[config.mk]
export PLATFORM = sky130hd
export DESIGN_NAME = bist_ctrl_param
export DESIGN_NICKNAME = d
export VERILOG_FILES = /design/src/rtl/bist_pkg.sv /design/src/rtl/galois_shreg.sv /design/src/rtl/bist_ctrl_param.sv
export SDC_FILE = /design/constraint.sdc
export NUM_CORES = 1
export LEC_CHECK = 0
export ABC_CLOCK_PERIOD_IN_PS = 3700
export BUFFER_PORTS_ARGS = -buffer_cell sky130_fd_sc_hd__buf_2
export CAP_MARGIN = 10
export CORE_ASPECT_RATIO = 0.9
export CORE_MARGIN = 2
export CORE_UTILIZATION = 50
export CTS_CLUSTER_SIZE = 8
export DETAILED_ROUTE_END_ITERATION = 7
export PLACE_DENSITY = 0.74
export RECOVER_POWER = 25
export SLEW_MARGIN = 10
export SYNTH_ARGS = -nofsm -noshare
export SYNTH_HDL_FRONTEND = slang
export SYNTH_SLANG_ARGS = --single-unit
[constraint.sdc]
create_clock -name clk -period 3.7 [get_ports clk]
set_input_delay 0.74 -clock clk [delete_from_list [all_inputs] [get_ports clk]]
set_output_delay 0.74 -clock clk [all_outputs]
set_load 0.05 [all_outputs]
[src/rtl/bist_pkg.sv]
// Shared types and helpers for the parametrised BIST controller.
// Latency: n/a (declarations only).
// Backpressure: n/a.
package bist_pkg;

    typedef enum logic [2:0] {
        IDLE,
        INIT,
        RUN,
        COMPARE,
        DONE
    } state_t;

    localparam logic [7:0] DEF_LFSR_POLY  = 8'h1D;
    localparam logic [7:0] DEF_LFSR_SEED  = 8'h01;
    localparam logic [7:0] DEF_MISR_POLY  = 8'h1D;
    localparam logic [7:0] DEF_GOLDEN_SIG = 8'h00;

    // One Galois step on a w-bit value held in the low bits of a 32-bit word.
    function automatic logic [31:0] galois_step(
        input logic [31:0] val,
        input int unsigned w,
        input logic [31:0] poly
    );
        logic [31:0] mask;
        logic [31:0] nxt;
        mask = (w >= 32) ? '1 : ((32'd1 << w) - 32'd1);
        nxt  = (val << 1) & mask;
        if (((val >> (w - 1)) & 32'd1) != 32'd0) begin
            nxt = nxt ^ poly;
        end
        return nxt & mask;
    endfunction

endpackage

[src/rtl/galois_shreg.sv]
// Galois shift register with parallel XOR input; serves as LFSR (din=0) or MISR.
// Latency: one cycle per load/step.
// Backpressure: none; holds its value whenever neither load nor step is asserted.
module galois_shreg
    import bist_pkg::*;
#(
    parameter int           W       = 8,
    parameter logic [W-1:0] POLY    = W'(DEF_LFSR_POLY),
    parameter logic [W-1:0] RST_VAL = '0
) (
    input  logic         clk,
    input  logic         rst,
    input  logic         load,
    input  logic [W-1:0] load_val,
    input  logic         step,
    input  logic [W-1:0] din,
    output logic [W-1:0] q
);

    logic [W-1:0] q_q;
    logic [W-1:0] q_d;
    logic [31:0]  step_v;

    always_comb begin
        q_d    = q_q;
        step_v = galois_step(32'(q_q), unsigned'(W), 32'(POLY));
        if (load) begin
            q_d = load_val;
        end else if (step) begin
            q_d = W'(step_v) ^ din;
        end
    end

    always_ff @(posedge clk or posedge rst) begin
        if (rst) begin
            q_q <= RST_VAL;
        end else begin
            q_q <= q_d;
        end
    end

    assign q = q_q;

endmodule

[src/rtl/bist_ctrl_param.sv]
// BIST session controller: LFSR pattern source, MISR response compactor, golden compare.
// Latency: start edge -> INIT next cycle; DONE N_PATTERNS+3 cycles after the edge sample.
// Backpressure: none; start edges outside IDLE/DONE are ignored.
module bist_ctrl_param
    import bist_pkg::*;
#(
    parameter int           N          = 8,
    parameter int           M          = 8,
    parameter int           N_PATTERNS = 255,
    parameter logic [N-1:0] LFSR_POLY  = N'(DEF_LFSR_POLY),
    parameter logic [N-1:0] LFSR_SEED  = N'(DEF_LFSR_SEED),
    parameter logic [M-1:0] MISR_POLY  = M'(DEF_MISR_POLY),
    parameter logic [M-1:0] GOLDEN_SIG = M'(DEF_GOLDEN_SIG)
) (
    input  logic         clk,
    input  logic         rst,
    input  logic         start,
    input  logic [M-1:0] cut_resp,
    output logic [N-1:0] tpg,
    output logic         running,
    output logic         bist_end,
    output logic         pass,
    output logic [M-1:0] signature
);

    localparam int CW = $clog2(N_PATTERNS + 1);

    state_t        state_q, state_d;
    logic          start_q, start_d;
    logic [CW-1:0] cnt_q, cnt_d;
    logic          pass_q, pass_d;
    logic          start_edge;
    logic          shreg_load;
    logic          shreg_step;
    logic [N-1:0]  lfsr_val;
    logic [M-1:0]  misr_val;

    always_comb begin
        state_d    = state_q;
        start_d    = start;
        cnt_d      = cnt_q;
        pass_d     = pass_q;
        shreg_load = 1'b0;
        shreg_step = 1'b0;
        start_edge = start & ~start_q;
        case (state_q)
            IDLE: begin
                if (start_edge) begin
                    state_d = INIT;
                end
            end
            INIT: begin
                shreg_load = 1'b1;
                cnt_d      = '0;
                pass_d     = 1'b0;
                state_d    = RUN;
            end
            RUN: begin
                shreg_step = 1'b1;
                cnt_d      = cnt_q + CW'(1);
                if (cnt_q == CW'(N_PATTERNS - 1)) begin
                    state_d = COMPARE;
                end
            end
            COMPARE: begin
                pass_d  = (misr_val == GOLDEN_SIG);
                state_d = DONE;
            end
            DONE: begin
                // Drop the stale verdict as soon as a new session is accepted.
                if (start_edge) begin
                    pass_d  = 1'b0;
                    state_d = INIT;
                end
            end
            default: begin
                state_d = IDLE;
            end
        endcase
    end

    always_ff @(posedge clk or posedge rst) begin
        if (rst) begin
            state_q <= IDLE;
            start_q <= 1'b0;
            cnt_q   <= '0;
            pass_q  <= 1'b0;
        end else begin
            state_q <= state_d;
            start_q <= start_d;
            cnt_q   <= cnt_d;
            pass_q  <= pass_d;
        end
    end

    galois_shreg #(
        .W       (N),
        .POLY    (LFSR_POLY),
        .RST_VAL (LFSR_SEED)
    ) u_lfsr (
        .clk      (clk),
        .rst      (rst),
        .load     (shreg_load),
        .load_val (LFSR_SEED),
        .step     (shreg_step),
        .din      ({N{1'b0}}),
        .q        (lfsr_val)
    );

    galois_shreg #(
        .W       (M),
        .POLY    (MISR_POLY),
        .RST_VAL ({M{1'b0}})
    ) u_misr (
        .clk      (clk),
        .rst      (rst),
        .load     (shreg_load),
        .load_val ({M{1'b0}}),
        .step     (shreg_step),
        .din      (cut_resp),
        .q        (misr_val)
    );

    assign tpg       = lfsr_val;
    assign signature = misr_val;
    assign pass      = pass_q;
    assign running   = (state_q == INIT) || (state_q == RUN) || (state_q == COMPARE);
    assign bist_end  = (state_q == DONE);

endmodule
Word-level counts from Yosys, hierarchy flattened
Cells that the tools add are included.

$add $sub $neg: 1. Equality and inequality tests: 8. Mux-type cells: 14. Bitwise logic cells: 5. Reductions and logical operators: 10.

Operators by type and width (number): $mux W8 (4); $pmux W8 S2 (1); $pmux W3 S4 (1); $mux W5 (2); $add A8 B1 Y8 const B (1); $eq A8 B8 Y1 const B (1); $logic_not A8 Y1 (1); $not A4 Y4 (2); $xor A8 B8 Y8 (1); $eq A3 B2 Y1 const B (2); $mux W3 (2); $ne A2 B1 Y1 const B (2); $reduce_and A2 Y1 (2); $reduce_bool A2 Y1 (2); $eq A3 B1 Y1 const B (1); $eq A3 B3 Y1 const B (1); $logic_not A3 Y1 (1); $mux W1 (3); $pmux W1 S3 (1); $reduce_bool A3 Y1 (1); $logic_or A1 B1 Y1 (2); $ne A2 B2 Y1 const B (1); $reduce_or A2 Y1 (1); $and A1 B1 Y1 (1); $not A1 Y1 (1).

Register bits after elaboration: 29. Output and inout port bits: 19. Logic and storage cells: 44.

Logic depth before layout (Yosys ltp)
Gate-level depths: netlist of the first run.

Word-level depth: 5. Depth in mapped cells: 5. Mapped depth without buffers: 5.

Modules after synthesis
Synthesis of the first run repeated with hierarchy kept, for this count alone.

Cells, all modules: 172. Area, all modules: 1661.6 um^2.

Modules (own cells, without submodules): bist_ctrl_param (instances 1, cells an instance 70, area an instance 689.4 um^2, seq. area each 325.3 um^2); galois_shreg (u_lfsr) (instances 1, cells an instance 51, area an instance 486.7 um^2, seq. area each 201.4 um^2); galois_shreg (u_misr) (instances 1, cells an instance 51, area an instance 485.5 um^2, seq. area each 200.2 um^2).

Worst setup path after synthesis of the first run
Ideal clock, no wire load.

Path type: reg2out. Start point: reg state_q[2]. End point: out bist_end. Arrival: 1693 ps. Data required time: 2960 ps. Slack: 1267 ps. Cell stages (with the launch flop): 2. Path buffers: 0. Cells stage by stage: dfrtp_1 > nor3b_1.

Longest elaborated chain between the ends: 1.

Ends and longest elaborated chain: start, declared (RTL line bist_ctrl_param.sv:28) `state_t state_q, state_d;`; start signal, assigned (RTL line bist_ctrl_param.sv:89) `state_q <= state_d;`; $eq A3 B3 Y1 (RTL line bist_ctrl_param.sv:128) `assign bist_end = (state_q == DONE);`; end, declared (RTL line bist_ctrl_param.sv:21) `output logic bist_end,`.

Every way passes these cells.

Final worst setup path of the first run
Same ends and word-level chain as after synthesis.

==> results of run 1 <==
power by group:
group	internal [W]	leakage [nW]	switching [W]
Sequential	0.000424	0.379	0.000127
Clock	0.0000756	0.0265	0.000102
Combinational	0.000240	0.373	0.000505
layout by cell type, fill, tap and decap left out, types with 5 or more instances in the layout:
| master | n |
|---|---|
| clkbuf_1 | 5 |
| buf_2 | 28 |
| xor2_1 | 8 |
| nand3_1 | 5 |
| dfrtp_1 | 28 |
| inv_1 | 6 |
| a22o_1 | 16 |
| xnor2_1 | 6 |
| nand2_1 | 5 |
| o21ai_0 | 5 |
| clkbuf_4 | 5 |
worst paths after layout:
path                                         from                 endpoint  slack [ns]  depth (start not counted)
max                        state_q[2]$_DFFE_PP0P_                 bist_end        1.48                          2
min                          cnt_q[6]$_DFFE_PP0P_     cnt_q[6]$_DFFE_PP0P_        0.49                          1
max reg2reg                state_q[2]$_DFFE_PP0P_  u_lfsr.q[2]$_DFFE_PP0P_        1.57                          4
min reg2reg                  cnt_q[6]$_DFFE_PP0P_     cnt_q[6]$_DFFE_PP0P_        0.49                          1
max in group asynchronous                     rst  u_lfsr.q[1]$_DFFE_PP0P_        2.36                          2
min in group asynchronous                     rst        start_q$_DFF_PP0_        0.68                          2
metal layers:
layer,routed length [um],up-vias
met5,0,-
met2,1360,22
li1,-,498
met3,116,0
met1,1270,508
met4,0,0
synthesized netlist by cell type:
cell type,instances
o21ai_0,5
o311ai_2,1
xor2_1,8
nor2b_1,2
nand4_1,2
or3b_2,1
nor4_1,3
nand2b_1,1
a22o_1,16
or3_1,2
buf_2,3
nor2_2,1
nor2_1,1
mux2i_1,2
a21o_1,1
dfrtp_1,28
buf_6,1
o311ai_1,2
o41ai_1,3
or3b_4,1
dfstp_2,1
o2bb2ai_1,1
o21a_1,1
nand2_1,5
clkbuf_1,1
a21oi_1,2
ha_1,2
nor3b_1,4
xnor2_1,6
inv_1,6
nand3_1,5
final cells by class:
class	count	area, um^2	share of cell area
inverter	6	22.5	0.0142
tap	30	37.5	0.0237
clock buffer	8	48.8	0.0309
sequential	29	727	0.460
timing repair buffer	30	148	0.0934
multi-input combinational	78	598	0.378
state kept, by name, summed over array words and instances (netlist names):
| signal | flops |
|---|---|
| pass | 1 |
| u_misr.q | 8 |
| state_q | 3 |
| u_lfsr.q | 8 |
| start_q | 1 |
| cnt_q | 8 |
per-stage QoR:
step / std cells / instance area [um^2] / util
2_1_floorplan: 118 / 1370 / -
5_1_grt: 181 / 1580 / 0.590
3_3_place_gp: 173 / 1540 / 0.574
6_report: 181 / 1580 / 0.590
3_5_place_dp: 173 / 1540 / 0.574
4_1_cts: 181 / 1590 / 0.592
logic make-up (layout without fill, tap and decap cells):
logic type      after synthesis  after routing  synth area share
buf+inv                      11             44            0.0383
compound gates               32             32             0.189
xor+xnor                     14             14            0.0893
mux                           2              2            0.0146
fa+ha+maj                     2              2            0.0182
flops                        29             29             0.530
simple gates                 28             28             0.121
worst max-delay path: cells and delay by family (launching register included):
kind,cells,cell delay (ns)
buffers and inverters,1,0.33
DFF,1,0.49
and+or+nand+nor,1,0.34
==> impl_metrics.toml, run 1 <==
[status]
run_status = "completed"

[global_route]
gr-total-overflow = 0
grt_max_degree = 30
met1_usage = 0.267
antenna_found_initial = 0
track_usage = 0.205
grt_pass1_vias = 1067
top_usage_layer = "met2"
grt_pass1_wl_um = 4800
grt_use_met2 = 0.326
globalRouteMet3Util = 0.0673

[clocking]
h-tree-depth = 2
cts-root-buf = "clkbuf_4"
numCtsBuffers = 5
clk_latency_ns = 0.31
cts_tree = "done"
cts_sinks = 29
cts-resized-gates = 0
clkTransAtPathRegs_ns = 0.09
cts_setup_buffers = 0
hold_buffers = 0
cts_buffer_depth = 2

[logic_synthesis]
synth_fp_nets = 131
synthCells = 118
synth_area_um2 = 1370
yosys-top-cells-area = "dfrtp_1, a22o_1, xor2_1"
yosysTopAreaCellShare = 0.510
syn_area_per_cell_um2 = 11.6
synth_cell_types = 31
synth_seq_area_share = 0.530
synth_top_cell_by_area = "dfrtp_1"
ys_ff_latch = 29
yosys_warnings = 0

[setup_path]
cp-start-kind = "flip-flop"
required_ns = 2.96
cp_slowest_cell = "dfrtp_1"
cp_max_fo = 9
cp.arrival_ns = 1.48
worstPathCellList = "nor3b_1, buf_2"
cpPeakStageDelay_ns = 0.49
setup.worst_path.class = "reg -> out"
endpoint_kind = "output pin"

[floorplanning]
core_um2 = 2680
die_w_um = 59.2
io_pins = 30
die_area_um2 = 3180
start_util = 0.512
fp-row-count = 18
die_h_um = 53.7

[cells_and_area]
num_antenna_cells = 0
nFillCells = 235
areaGrowthSynthToFinish_pct = 15.2
layout.nets = 163
drive_gt1_frac = 0.258

[sta]
holdWs_ns = 0.488
drv_slew = 0
setup_tns_ns = 0
tightest_slew_ns = 1.08
finClkSkew_ns = 0.00709
slew_headroom = 0.278
post-route-period-util = 0.601
finalSetupViolCount = 0
hold_viol = 0
fmax_ghz = 0.450
rsz0062_at_grt = "false"
layout_min_cycle_time_ns = 2.22
worst_slack_ns = 1.48

[route]
drt_first_iter_violations = 52
drt_first_pass_iters = 4
finalWirelength_um = 2750
detail_route.vias_per_cell = 5.68
antenna_left = 0
wire_per_inst_um = 15.2
route.detailed.drc = 0
vias = 1028

[power_and_ir_drop]
p_leak_nw = 0.778
peakVddDrop_mv = 0.504
power_density_nw_per_um2 = 931
finalPower_w = 0.00147

[placement]
dpl_worst_slack_ns = 1.81
gp_congestion = 0.835
dpl.hpwl_um = 1930
port_buffers = 29

[hold_path]
hp-class = "reg -> reg"

[flow_run]
drv_cap = 0
Power figures use the tool's default switching activity.
==> inputs of run 2 (changes only) <==
ABC_AREA = 1   (was unset)
ABC_CLOCK_PERIOD_IN_PS = 1900   (was 3700)
CORE_UTILIZATION = 48   (was 50)
clock period = 1.9 ns   (was 3.7 ns; I/O delays follow)
==> impl_metrics.toml, run 2 <==
[setup_path]
cp.arrival_ns = 1.34
required_ns = 1.52
setup.worst_path.class = "reg -> out"
cp-start-kind = "flip-flop"
endpoint_kind = "output pin"
cp_max_fo = 5

[clocking]
cts_sinks = 29
h-tree-depth = 2
cts_buffer_depth = 2
cts_setup_buffers = 0
clk_latency_ns = 0.32
hold_buffers = 0
cts-root-buf = "clkbuf_4"
numCtsBuffers = 5
cts_tree = "done"
clkTransAtPathRegs_ns = 0.10
cts-resized-gates = 0

[logic_synthesis]
ys_ff_latch = 29
synth_cell_types = 24
yosys-top-cells-area = "dfrtp_1, nand2_1, o22ai_2"
synth_fp_nets = 186
synth-edff-count = 0
async_flop_share = 1.00
synth_top_cell_by_area = "dfrtp_1"
synthFlopType = "dfrtp_1"
syn_area_per_cell_um2 = 8.68
synth_area_um2 = 1500
yosysTopAreaCellShare = 0.467
synth_most_common_cell = "nand2_1"
yosys_warnings = 0
synth_seq_area_share = 0.484
synth.top_cells.by_count = "nand2_1, dfrtp_1, inv_1, nor2_1, o21ai_1"
synthCells = 173

[sta]
drv_slew = 30
finalSetupViolCount = 0
fmax_ghz = 0.581
worst_slack_ns = 0.180
setup_tns_ns = 0
hold_viol = 0
post-route-period-util = 0.905
rsz0062_at_grt = "false"
tightest_slew_ns = 1.55
finClkSkew_ns = 0.0106
slew_headroom = -0.0338
layout_min_cycle_time_ns = 1.72

[route]
drt_first_pass_iters = 4
detail_route.vias_per_cell = 4.89
finalWirelength_um = 3020
wire_per_inst_um = 12.0
drt_first_iter_violations = 100
vias = 1233
route.detailed.drc = 0
antenna_left = 0

[placement]
port_buffers = 29
dpl.hpwl_um = 2200
dp_cells = 244
gp_congestion = 0.836
dpl_worst_slack_ns = 0.534

[floorplanning]
fp-row-count = 19
core_um2 = 3020
start_util = 0.497
die_area_um2 = 3590
io_pins = 30
die_w_um = 63.0
die_h_um = 57.1

[status]
violations = "max-capacitance violations, max-slew violations"
run_status = "finished, violations left"

[global_route]
antenna_found_initial = 0
top_usage_layer = "met2"
track_usage = 0.191
globalRouteMet3Util = 0.0473
grt_pass1_vias = 1161
met1_usage = 0.275
grt_use_met2 = 0.283
grt_pass1_wl_um = 5320
grt_max_degree = 30
gr-total-overflow = 0

[hold_path]
hp-class = "in -> reg"

[cells_and_area]
drive_gt1_frac = 0.286
final_common_cell = "nand2_1"
fin_util = 0.582
nFillCells = 294
instances_no_fill = 252
num_antenna_cells = 0
areaGrowthSynthToFinish_pct = 17.1
layout.nets = 222
layout_common_cells = "nand2_1, buf_2, dfrtp_1, inv_1, nor2_1"

[power_and_ir_drop]
finalPower_w = 0.00333
power_density_nw_per_um2 = 1890
peakVddDrop_mv = 1.39
p_leak_nw = 0.878

[flow_run]
drv_cap = 1
run 2: per-layer routing:
layer | share of wire | up-vias
li1 | - | 624
met1 | 0.49 | 580
met2 | 0.46 | 27
met3 | 0.044 | 2
met4 | 0.0043 | 0
met5 | 0 | -
run 2: report_power, final:
group	internal (W)	switching (W)	leakage, nW
registers	0.000833	0.000214	0.382
logic	0.000530	0.00132	0.456
clock network	0.000214	0.000209	0.0413
run 2: cell families (layout without fill, tap and decap cells):
kind of cell    after synthesis  in the layout  share of synthesized area
buf+inv                      25             62                     0.0750
compound gates               25             25                      0.132
xor+xnor                      8              8                     0.0467
flops                        29             29                      0.484
fa+ha+maj                     2              2                     0.0167
simple gates                 84             84                      0.246
run 2: path summary, 6_finish.rpt:
path                                          from  slack (ns)                      end  cells past startpoint
setup / recovery            state_q[2]$_DFFE_PP0P_        0.18                 bist_end                      3
hold / removal                               start        0.17        start_q$_DFF_PP0_                      1
setup reg to reg            state_q[2]$_DFFE_PP0P_        0.55  u_lfsr.q[4]$_DFFE_PP0P_                      5
hold reg to reg            u_lfsr.q[0]$_DFFE_PP1P_        0.52  u_lfsr.q[0]$_DFFE_PP1P_                      2
max in group asynchronous                      rst        0.42     cnt_q[6]$_DFFE_PP0P_                      3
min in group asynchronous                      rst        0.58     cnt_q[2]$_DFFE_PP0P_                      3
run 2: metrics by stage:
stage                     hold WS (ns)  area (um^2)
after global routing             0.159         1760
after CTS                        0.115         1760
after detailed placement         0.471         1690
final                            0.173         1760
after global placement           0.465         1690
after floorplan                  0.411         1500
run 2: layout make-up:
type | count | area (um^2) | share of cell area
clock buffers | 7 | 65.1 | 0.0370
clock inverters | 1 | 5.00 | 0.00285
inverters | 22 | 82.6 | 0.0470
multi-input cells | 119 | 662 | 0.377
flip-flops and latches | 29 | 727 | 0.414
well taps | 42 | 52.6 | 0.0299
repair buffers | 32 | 164 | 0.0932
run 2: worst max-delay path, stage by stage, from the launching register on:
cell and delay [ns]:
dfrtp_1 0.46, inv_2 0.07, nor3_2 0.18, buf_2 0.31
==> inputs of run 3 (changes only) <==
ABC_CLOCK_PERIOD_IN_PS = 2160   (was 1900)
CORE_ASPECT_RATIO = 1.25   (was 0.9)
CORE_MARGIN = 3   (was 2)
CORE_UTILIZATION = 50   (was 48)
clock period = 2.16 ns   (was 1.9 ns; I/O delays follow)
==> impl_metrics.toml, run 3 (synthesis results as in run 2) <==
[cells_and_area]
final_common_cell = "nand2_1"
multi_input_area_um2 = 662
layout.nets = 221
instances_no_fill = 242
seq_area_um2 = 727
fin_util = 0.619
nFillCells = 257
areaGrowthSynthToFinish_pct = 14.8
num_antenna_cells = 0
drive_gt1_frac = 0.269
layout_common_cells = "nand2_1, dfrtp_1, buf_2, inv_1, nor2_1"

[global_route]
track_usage = 0.188
grt_pass1_vias = 1144
antenna_found_initial = 0
grt_max_degree = 30
gr-total-overflow = 0
grt_pass1_wl_um = 4820

[floorplanning]
fp-row-count = 21
io_pins = 30
die_area_um2 = 3700
die_h_um = 67.3
die_w_um = 55.0
start_util = 0.539
core_um2 = 2790

[setup_path]
cp.arrival_ns = 1.33
cp_max_fo = 5
endpoint_kind = "output pin"
r2r_slack_ns = 0.68
rr_startpoint = "state_q[2]$_DFFE_PP0P_"
setup.worst_path.class = "reg -> out"
r2r_end = "u_misr.q[2]$_DFFE_PP0P_"
critical_path.endpoint = "bist_end"
required_ns = 1.73
cp-start-kind = "flip-flop"
startpoint = "state_q[2]$_DFFE_PP0P_"
reg2regPathDepth = 6

[clocking]
numCtsBuffers = 5
cts_buffer_depth = 2
hold_buffers = 0
h-tree-depth = 2
cts-root-buf = "clkbuf_4"
cts_setup_buffers = 0
cts-resized-gates = 0
clkTransAtPathRegs_ns = 0.08
cts_sinks = 29
clk_latency_ns = 0.33
cts_tree = "done"

[sta]
finalSetupViolCount = 0
hold_viol = 0
rsz0062_at_grt = "false"
tightest_slew_ns = 1.54
layout_min_cycle_time_ns = 1.77
slew_headroom = -0.0255
worst_slack_ns = 0.394
setup_tns_ns = 0
finClkSkew_ns = 0.00603
post-route-period-util = 0.817
drv_slew = 30
fmax_ghz = 0.566

[route]
wire_per_inst_um = 12.9
drt_first_iter_violations = 31
finalWirelength_um = 3130
vias = 1255
route.detailed.drc = 0
drt_first_pass_iters = 4
detail_route.vias_per_cell = 5.19
antenna_left = 0

[power_and_ir_drop]
peakVddDrop_mv = 0.843
finalPower_w = 0.00286
p_leak_nw = 0.861
power_density_nw_per_um2 = 1660

[status]
run_status = "finished, violations left"
violations = "max-capacitance violations, max-slew violations"

[flow_run]
drv_cap = 1

[placement]
gp_congestion = 0.836
dp_cells = 235
dpl_worst_slack_ns = 0.676
dpl.hpwl_um = 2310
port_buffers = 29

[hold_path]
hp-class = "in -> reg"
## run 3: changes by cell type in the layout (fill, tap and decap cells not counted), sizes merged
cell | before | now
buf | 31 | 29
clkbuf | 8 | 9
clkinv | 1 | 0
## run 3: area by class of cell
class                   instances  area share
inverters                      22      0.0479
multi-input cells             119       0.384
repair buffers                 31      0.0900
clock buffers                   7      0.0319
flip-flops and latches         29       0.422
well taps                      34      0.0247
## run 3: worst min path at each step
stage,from,to,slack (ns),cells after the start
after global routing,start,start_q$_DFF_PP0_,0.22,1
after detailed placement,pass$_DFFE_PP0P_,pass$_DFFE_PP0P_,0.50,2
after global placement,cnt_q[4]$_DFFE_PP0P_,cnt_q[4]$_DFFE_PP0P_,0.50,2
after CTS,rst,u_lfsr.q[4]$_DFFE_PP0P_,0.16,3
final,start,start_q$_DFF_PP0_,0.22,1
after floorplan,start,start_q$_DFF_PP0_,0.46,0
## run 3: worst max-delay path: stages (launching register included)
cell     delay, ns
dfrtp_1       0.47
inv_2         0.08
nor3_2        0.16
buf_2         0.30
## run 3: per-layer routing
layer,global-route usage,vias up,wire length [um]
li1,-,625,-
met1,0.204,595,1250
met2,0.317,25,1650
met3,0.0464,10,133
met4,0.122,0,99
met5,0,-,0
## run 3: through the flow
step                      hold WS [ns]  instance area, um^2
after detailed placement         0.504                 1670
after floorplan                  0.463                 1500
after global placement           0.504                 1670
after global routing             0.217                 1720
after CTS                        0.160                 1730
final                            0.222                 1720
## run 3: where the power goes
part           switching (W)  internal, W
sequential          0.000192     0.000734
clock               0.000176     0.000153
combinational        0.00116     0.000449
total                0.00153      0.00134
